File: src/rtl/alu_mc_pkg.sv
// Shared opcode and FSM state definitions for the multi-cycle ALU.
package alu_mc_pkg;

  localparam int OP_W = 4;

  typedef enum logic [OP_W-1:0] {
    OP_ADD  = 4'd0,
    OP_SUB  = 4'd1,
    OP_AND  = 4'd2,
    OP_OR   = 4'd3,
    OP_XOR  = 4'd4,
    OP_NOR  = 4'd5,
    OP_SLT  = 4'd6,
    OP_SLTU = 4'd7,
    OP_SLL  = 4'd8,
    OP_SRL  = 4'd9,
    OP_SRA  = 4'd10,
    OP_MULU = 4'd11
  } op_e;

  typedef enum logic [1:0] {
    ST_IDLE = 2'd0,
    ST_MUL  = 2'd1,
    ST_DONE = 2'd2
  } state_e;

endpackage

File: src/rtl/alu_mc_mul.sv
// Iterative shift-add multiplier: one partial product per cycle, WIDTH cycles
// after start.  done is high during the last iteration cycle and product then
// shows the final low WIDTH bits, so the caller can latch both on that edge.
module alu_mc_mul #(
  parameter int WIDTH = 32
) (
  input  logic             clk,
  input  logic             rst,
  input  logic             start,
  input  logic [WIDTH-1:0] a,
  input  logic [WIDTH-1:0] b,
  output logic             done,
  output logic [WIDTH-1:0] product
);

  localparam int CW = $clog2(WIDTH);

  logic             running;
  logic [CW-1:0]    cnt;
  logic [WIDTH-1:0] acc;
  logic [WIDTH-1:0] mcand;
  logic [WIDTH-1:0] mplier;
  logic [WIDTH-1:0] addend;
  logic [WIDTH-1:0] acc_nx;

  assign addend  = mplier[0] ? mcand : '0;
  assign acc_nx  = acc + addend;
  assign done    = running && (cnt == CW'(WIDTH - 1));
  assign product = acc_nx;

  // Load operands on start, then add one shifted multiplicand per cycle.
  always_ff @(posedge clk) begin
    if (rst) begin
      running <= 1'b0;
      cnt     <= '0;
      acc     <= '0;
      mcand   <= '0;
      mplier  <= '0;
    end else if (start) begin
      running <= 1'b1;
      cnt     <= '0;
      acc     <= '0;
      mcand   <= a;
      mplier  <= b;
    end else if (running) begin
      acc    <= acc_nx;
      mcand  <= mcand << 1;
      mplier <= mplier >> 1;
      cnt    <= cnt + 1'b1;
      if (done) running <= 1'b0;
    end
  end

endmodule

File: src/rtl/alu_mc.sv
// Multi-cycle ALU: single-cycle logic/arith/shift ops, iterative multiply.
// Handshake: a request transfers on a rising edge where in_valid && in_ready;
// a result transfers on a rising edge where out_valid && out_ready.  Once
// raised, out_valid and its result/zero/ovf hold until that transfer, and no
// new request is taken until the cycle after it.
module alu_mc
  import alu_mc_pkg::*;
#(
  parameter int WIDTH = 32,
  parameter int SHW   = $clog2(WIDTH)
) (
  input  logic             clk,
  input  logic             rst,
  input  logic             in_valid,
  output logic             in_ready,
  input  logic [WIDTH-1:0] a,
  input  logic [WIDTH-1:0] b,
  input  logic [3:0]       op,
  output logic             out_valid,
  input  logic             out_ready,
  output logic [WIDTH-1:0] result,
  output logic             zero,
  output logic             ovf,
  output logic             busy,
  output logic [1:0]       state_dbg
);

  state_e           state;
  state_e           state_nx;
  logic             accept;
  logic             is_mul;
  logic             mul_done;
  logic [WIDTH-1:0] mul_prod;
  logic [WIDTH-1:0] alu_res;
  logic             alu_ovf;
  logic [SHW-1:0]   sh;

  assign accept    = in_valid && in_ready;
  assign is_mul    = (op == OP_MULU);
  assign sh        = b[SHW-1:0];
  assign state_dbg = state;

  alu_mc_mul #(.WIDTH(WIDTH)) u_mul (
    .clk     (clk),
    .rst     (rst),
    .start   (accept && is_mul),
    .a       (a),
    .b       (b),
    .done    (mul_done),
    .product (mul_prod)
  );

  // Single-cycle datapath; overflow only meaningful for ADD/SUB.
  always_comb begin
    alu_res = '0;
    alu_ovf = 1'b0;
    case (op)
      OP_ADD: begin
        alu_res = a + b;
        alu_ovf = (a[WIDTH-1] == b[WIDTH-1]) && (alu_res[WIDTH-1] != a[WIDTH-1]);
      end
      OP_SUB: begin
        alu_res = a - b;
        alu_ovf = (a[WIDTH-1] != b[WIDTH-1]) && (alu_res[WIDTH-1] != a[WIDTH-1]);
      end
      OP_AND:  alu_res = a & b;
      OP_OR:   alu_res = a | b;
      OP_XOR:  alu_res = a ^ b;
      OP_NOR:  alu_res = ~(a | b);
      OP_SLT:  alu_res = {{(WIDTH-1){1'b0}}, ($signed(a) < $signed(b))};
      OP_SLTU: alu_res = {{(WIDTH-1){1'b0}}, (a < b)};
      OP_SLL:  alu_res = a << sh;
      OP_SRL:  alu_res = a >> sh;
      OP_SRA:  alu_res = $unsigned($signed(a) >>> sh);
      default: begin
        alu_res = '0;
        alu_ovf = 1'b0;
      end
    endcase
  end

  // Next-state and handshake outputs.
  always_comb begin
    state_nx  = state;
    in_ready  = 1'b0;
    busy      = 1'b0;
    out_valid = 1'b0;
    case (state)
      ST_IDLE: begin
        in_ready = 1'b1;
        if (in_valid) state_nx = is_mul ? ST_MUL : ST_DONE;
      end
      ST_MUL: begin
        busy = 1'b1;
        if (mul_done) state_nx = ST_DONE;
      end
      ST_DONE: begin
        out_valid = 1'b1;
        if (out_ready) state_nx = ST_IDLE;
      end
      default: state_nx = ST_IDLE;
    endcase
  end

  // State register.
  always_ff @(posedge clk) begin
    if (rst) state <= ST_IDLE;
    else     state <= state_nx;
  end

  // Result registers: loaded on a single-cycle accept or multiplier finish.
  always_ff @(posedge clk) begin
    if (rst) begin
      result <= '0;
      zero   <= 1'b0;
      ovf    <= 1'b0;
    end else if (accept && !is_mul) begin
      result <= alu_res;
      zero   <= (alu_res == '0);
      ovf    <= alu_ovf;
    end else if ((state == ST_MUL) && mul_done) begin
      result <= mul_prod;
      zero   <= (mul_prod == '0);
      ovf    <= 1'b0;
    end
  end

endmodule

File: config.mk
export PLATFORM = sky130hd
export DESIGN_NAME = alu_mc
export DESIGN_NICKNAME = d
export VERILOG_FILES = /design/src/rtl/alu_mc_pkg.sv /design/src/rtl/alu_mc_mul.sv /design/src/rtl/alu_mc.sv
export SDC_FILE = /design/constraint.sdc
export NUM_CORES = 1
export LEC_CHECK = 0
export ABC_AREA = 1
export CAP_MARGIN = 20
export CORE_MARGIN = 2
export CORE_UTILIZATION = 40
export CTS_CLUSTER_SIZE = 14
export DETAILED_ROUTE_END_ITERATION = 8
export GPL_TIMING_DRIVEN = 0
export PLACE_DENSITY_LB_ADDON = 0.15
export SLEW_MARGIN = 30
export SYNTH_ARGS = -nofsm -noshare
export SYNTH_HDL_FRONTEND = slang
export SYNTH_HIERARCHICAL = 1
export SYNTH_SLANG_ARGS = --single-unit
File: constraint.sdc
create_clock -name clk -period 3.7 [get_ports clk]
set_input_delay 0.37 -clock clk [delete_from_list [all_inputs] [get_ports clk]]
set_output_delay 0.37 -clock clk [all_outputs]
set_load 0.05 [all_outputs]
* After elaboration in Yosys (flattened, before gate mapping)
Index checks and enable logic that the tools add are counted.
** Operators by class
- Shift operators :: 3
- Equality and inequality tests :: 21
- $add $sub $neg :: 4
- Div/mod/pow operators :: 0
- Bitwise logic cells :: 4
- Multiply operators :: 0
- Magnitude comparators :: 2
- Reduce and logical (&&, ||, !) cells :: 16
- Muxes and demuxes :: 24
** Operators by type and width (count)
- one-hot mux 32 bit (11 select lines) :: 1
- 2-to-1 mux 32 bit :: 7
- adder 32 bit :: 2
- zero test 32 bit :: 2
- < comparator 32 bit :: 2
- bitwise AND 32 bit :: 1
- inverter 32 bit :: 1
- OR 32 bit :: 1
- << shifter 32 x 5 -> 32 bit :: 1
- >> shifter 32 x 5 -> 32 bit :: 1
- >>> shifter 32 x 5 -> 32 bit :: 1
- subtractor 32 bit :: 1
- bitwise XOR 32 bit :: 1
- == test 4 x 3 -> 1 bit (second input constant) :: 4
- == test 4 bit (second input constant) :: 4
- 2-to-1 mux 1 bit :: 10
- == test 4 x 2 -> 1 bit (second input constant) :: 2
- 2-to-1 mux 2 bit :: 4
- logical AND 1 bit :: 7
- inequality test 2 bit (second input constant) :: 3
- one-hot mux 2 bit (3 select lines) :: 1
- adder 5 x 1 -> 5 bit (second input constant) :: 1
- == test 5 bit (second input constant) :: 1
- == test 4 x 1 -> 1 bit (second input constant) :: 1
- other kinds (11) :: 14
** Word-level totals
- Bits in writable memories :: 0
- Memories kept :: 0
- Output and inout bits :: 39
- Memory bits (read-only) :: 0
- Latch bits :: 0
- Word-level logic and storage cells :: 83
- Register bits after elaboration :: 138

* Logic depth before layout (Yosys ltp)
- Depth after elaboration :: 5
- Gate-level depth with buffers :: 24

* Cells and area by module
The synthesis kept the hierarchy.
** By module, submodules not included
- alu_mc :: area each 12125.4 um^2, cells an instance 2375, instances 1
- alu_mc_mul :: area each 7103.1 um^2, cells an instance 1212, instances 1

* Worst setup path before layout
OpenSTA, ideal clock, no wires.
- Path type :: input port to flip-flop
- From :: in b[2]
- To :: reg zero
- Buffers on the path :: 3
- Required time :: 3.633 ns
- Stages on the path :: 22
- Arrival time :: 2.726 ns
- Slack :: 0.907 ns
- Cells stage by stage :: buf_4 > inv_2 > buf_2 > buf_2 > ha_1 > nor2_1 > nand2_1 > nand3_1 > nand3_1 > nand2_1 > nand2_1 > nand2_1 > nand2_1 > nand2_1 > nor2_1 > nor2_1 > nand3_1 > nor2_1 > nand3_1 > nor2_1 > nand2_1 > a21oi_2
** On the way
- Longest elaborated chain between the ends :: 5
** RTL lines
- start, declared :: RTL line alu_mc.sv:17 : input logic [WIDTH-1:0] b,
- parallel branches: the longest is 2 deep, another holds subtractor 32 bit
- one-hot mux 32 bit (11 select lines) * :: RTL line alu_mc.sv:57 : case (op)
- zero test 32 bit * :: RTL line alu_mc.sv:119 : zero <= (alu_res == '0);
- 2-to-1 mux 1 bit * :: RTL line alu_mc.sv:117 : end else if (accept && !is_mul) begin
- end signal, assigned :: RTL line alu_mc.sv:119
- end signal, assigned :: RTL line alu_mc.sv:123 : zero <= (mul_prod == '0);
- end, declared :: RTL line alu_mc.sv:22 : output logic zero,
Every way passes the cells marked *.
A chain may end at the register's enable or synchronous reset.

* Final worst setup path
- From :: in a[29]
- To :: reg zero
** On the way
- Longest elaborated chain between the ends :: 5
** RTL lines
- start, declared :: RTL line alu_mc.sv:16 : input logic [WIDTH-1:0] a,
- parallel branches: the longest is 2 deep, another holds subtractor 32 bit
- one-hot mux 32 bit (11 select lines) * :: RTL line alu_mc.sv:57
- zero test 32 bit * :: RTL line alu_mc.sv:119
- 2-to-1 mux 1 bit * :: RTL line alu_mc.sv:117
Marks and branches as above.

==> flow_metrics.env <==
export IMPL_cts_max_level=4
export IMPL_via_per_inst=5.626
export IMPL_final_cells=4344
export IMPL_dp_hpwl_um=82940
export IMPL_finalHoldViolations=0
export IMPL_min_period_ns=3.662
export IMPL_cts_setup_buffers=0
export IMPL_synthArstFlopShare=0
export IMPL_first_pass_iters=8
export IMPL_p_leak_nw=12.21
export IMPL_path_max_fanout=8
export IMPL_overflow=0
export IMPL_cts_buffer_depth=2
export IMPL_critPathArrivalTime_ns=4.05
export IMPL_grt_pass1_vias=22100
export IMPL_die_area_um2=49840
export IMPL_drc=0
export IMPL_rows=80
export IMPL_core_area_um2=47550
export IMPL_reg2reg_depth=18
export IMPL_syn_nets=3799
export IMPL_wl_um=100800
export IMPL_vdd_drop_max_v=0.0002660
export IMPL_numPortBuffers=110
export IMPL_maxCapViolCount=0
export IMPL_min_period_over_period=0.9897
export IMPL_cts_hold_fix_buffers=0
export IMPL_cts_tree="yes"
export IMPL_die_h_um=223.3
export IMPL_fp_dieW_um=223.3
export IMPL_grt_max_degree=18
export IMPL_synth_edff_count=0
export IMPL_power_density_nw_per_um2=261.4
export IMPL_startpoint_type="primary input"
export IMPL_synth_cell_types=52
export IMPL_syn_area_per_cell_um2=5.361
export IMPL_r2r_start="u_mul/mplier[0]"
export IMPL_fmax_mhz=273.1
export IMPL_worstSetupEndpointType="flop"
export IMPL_ys_seq_area_frac=0.1437
export IMPL_final_nets=3927
export IMPL_fin_tns_setup_ns=0
export IMPL_worst_slew_pin_slew_ns=0.9905
export IMPL_cts_root_buf="clkbuf_16"
export IMPL_fin_area_um2=21800
export IMPL_drv_slew=0
export IMPL_io_pins=111
export IMPL_reg2reg_slack_ns=0.30
export IMPL_worstHoldPathCells=2
export IMPL_p_total_w=0.005699
export IMPL_cts_buffers=17
export IMPL_syn_cell_area_um2=19230
export IMPL_setup_viol=0
export IMPL_place_congestion=1.074
export IMPL_worst_ep_required_time_ns=4.08
export IMPL_nFillCells=5385
export IMPL_fin_skew_ns=0.01316
export IMPL_grt_pass1_wl_um=145500
export IMPL_synth_top_flop_cell="dfxtp_1"
export IMPL_drtAntennaViolNets=0
export IMPL_track_usage=0.3969
export IMPL_clk_latency_ns=0.45
export IMPL_r2r_end="zero"
export IMPL_yosys_register_bits=138
export IMPL_min_from="u_mul/mplier[31]"
export IMPL_status="completed"
export IMPL_placed_cell_area_um2=21100
export IMPL_wire_per_inst_um=23.21
export IMPL_dp_cells=4312
export IMPL_synth_cells=3587
export IMPL_initial_core_util=0.4044
export IMPL_drive_above_1_share=0.06143
export IMPL_whs_endpoint="u_mul/mplier[31]"
export IMPL_max_slew_margin_rel=0.3386
export IMPL_path_clk_slew_ns=0.07
export IMPL_clkSinkCount=138
export IMPL_rsz0062_at_grt="false"
export IMPL_drtIter0Drc=2973
export IMPL_yosysWarnings=6
export IMPL_vias=24440
export IMPL_hp_class="reg -> reg"
export IMPL_antenna_found_initial=1
export IMPL_syn_to_final_growth_pct=13.39
export IMPL_critical_path_class="in -> reg"
Yosys cell counts, types with 8 or more instances:
cell type	n	share of area
a211oi_1	8	0.0031
a21oi_1	134	0.035
a22oi_1	18	0.0070
buf_1	9	0.0018
buf_2	65	0.017
buf_4	11	0.0043
buf_6	15	0.0088
clkbuf_1	50	0.0098
dfxtp_1	138	0.14
ha_1	137	0.089
inv_1	565	0.11
inv_2	17	0.0033
nand2_1	1157	0.23
nand2_2	29	0.0094
nand3_1	535	0.14
nand3b_1	8	0.0031
nand4_1	43	0.014
nor2_1	324	0.063
nor2_2	15	0.0049
nor3_1	33	0.0086
nor4_1	11	0.0036
o211ai_1	29	0.011
o21ai_0	90	0.023
o21ai_1	14	0.0036
o21bai_1	15	0.0059
o221ai_1	25	0.011
o22ai_1	21	0.0068
xor2_1	13	0.0059
cells by family after synthesis:
family          Yosys count  share of synthesized area
fa+ha+maj               140                    0.09227
simple gates           2172                     0.4792
xor+xnor                 17                   0.008134
compound gates          385                     0.1208
flops                   138                     0.1437
buf+inv                 735                     0.1560
flip-flops by register name, indices dropped and copies added (netlist names):
name           flops
ovf                1
result            32
state_dbg          2
u_mul/acc         32
u_mul/cnt          5
u_mul/mcand       32
u_mul/mplier      32
u_mul/running      1
zero               1
worst max-delay path by stage:
stage / slack [ns] / startpoint / end / cells after the start
after floorplan: 0.91 / b[2] / zero / 22
after global placement: -1.28 / b[2] / zero / 25
final: 0.04 / a[29] / zero / 18
after CTS: 0.007 / a[15] / zero / 17
after global routing: 0.003 / a[4] / zero / 20
after detailed placement: -1.24 / b[2] / zero / 25
metal layers:
layer,vias up,wire [µm],track usage
met1,11070,41660,0.5283
met4,0,6823,0.2187
met2,1402,40600,0.5859
met3,258,11720,0.09864
li1,11710,-,-
met5,-,0,0
cell type report:
cell class                 count  area [µm²]  share of cell area
antenna                        1       2.502           0.0001148
buffer                       151       832.0             0.03816
clock buffer                  17       425.4             0.01951
clock inverter                15       168.9            0.007747
inverter                     583        2193              0.1006
multi-input combinational   2714       13530              0.6207
sequential                   138        2763              0.1267
tap                          615       769.5             0.03529
timing repair buffer         110        1115             0.05113
placed cells by master, fill, tap and decap left out, drive strengths merged, types with 2 or more instances in the layout:
cell type	instances
nand2	1186
inv	595
nand3	540
nor2	340
dfxtp	138
ha	137
a21oi	137
o21ai	104
buf	99
clkdlybuf4s50	84
clkbuf	76
nand4	43
nor3	34
o211ai	29
o221ai	25
o22ai	21
dlymetal6s2s	18
a22oi	18
o21bai	16
xor2	14
nor4	11
nand3b	8
a211oi	8
a31oi	7
a221o	6
a21o	4
a221oi	4
and2	4
clkinv	3
xnor2	3
a21boi	3
or2	3
fa	3
nor3b	2
o2111ai	2
through the flow:
step | utilization | hold slack [ns] | setup slack, ns
2_1_floorplan | - | 0.4369 | 0.9074
3_3_place_gp | 0.4438 | 0.4534 | -1.278
3_5_place_dp | 0.4439 | 0.4596 | -1.242
4_1_cts | 0.4569 | 0.4697 | 0.006710
5_1_grt | 0.4585 | 0.4723 | 0.003354
6_report | 0.4586 | 0.4666 | 0.03795
worst max-delay path: stages:
cell,delay (ns)
clkdlybuf4s50_1,0.86
inv_1,0.10
ha_1,0.29
clkbuf_1,0.38
o21ai_0,0.31
a21oi_1,0.19
nand2_1,0.08
a21oi_1,0.41
nand3_1,0.15
nand3_1,0.11
nand2_1,0.16
nor2_1,0.14
nand2_1,0.06
nor2_1,0.09
nand2_1,0.07
nor2_1,0.08
nand2_1,0.07
a21oi_2,0.10
power by group:
| part | internal, W | total, W | switching, W |
|---|---|---|---|
| sequential | 0.00154 | 0.00158 | 0.0000416 |
| clock | 0.000915 | 0.00177 | 0.000856 |
| combinational | 0.000656 | 0.00235 | 0.00169 |
what timing repair did:
action,4_1_cts,5_1_grt
endpoints found under the hold margin,0,0
pin swaps,0,1
gates resized for setup,23,57
endpoints found under the setup margin,32,4
No activity file was read; power rests on OpenSTA's default activity.
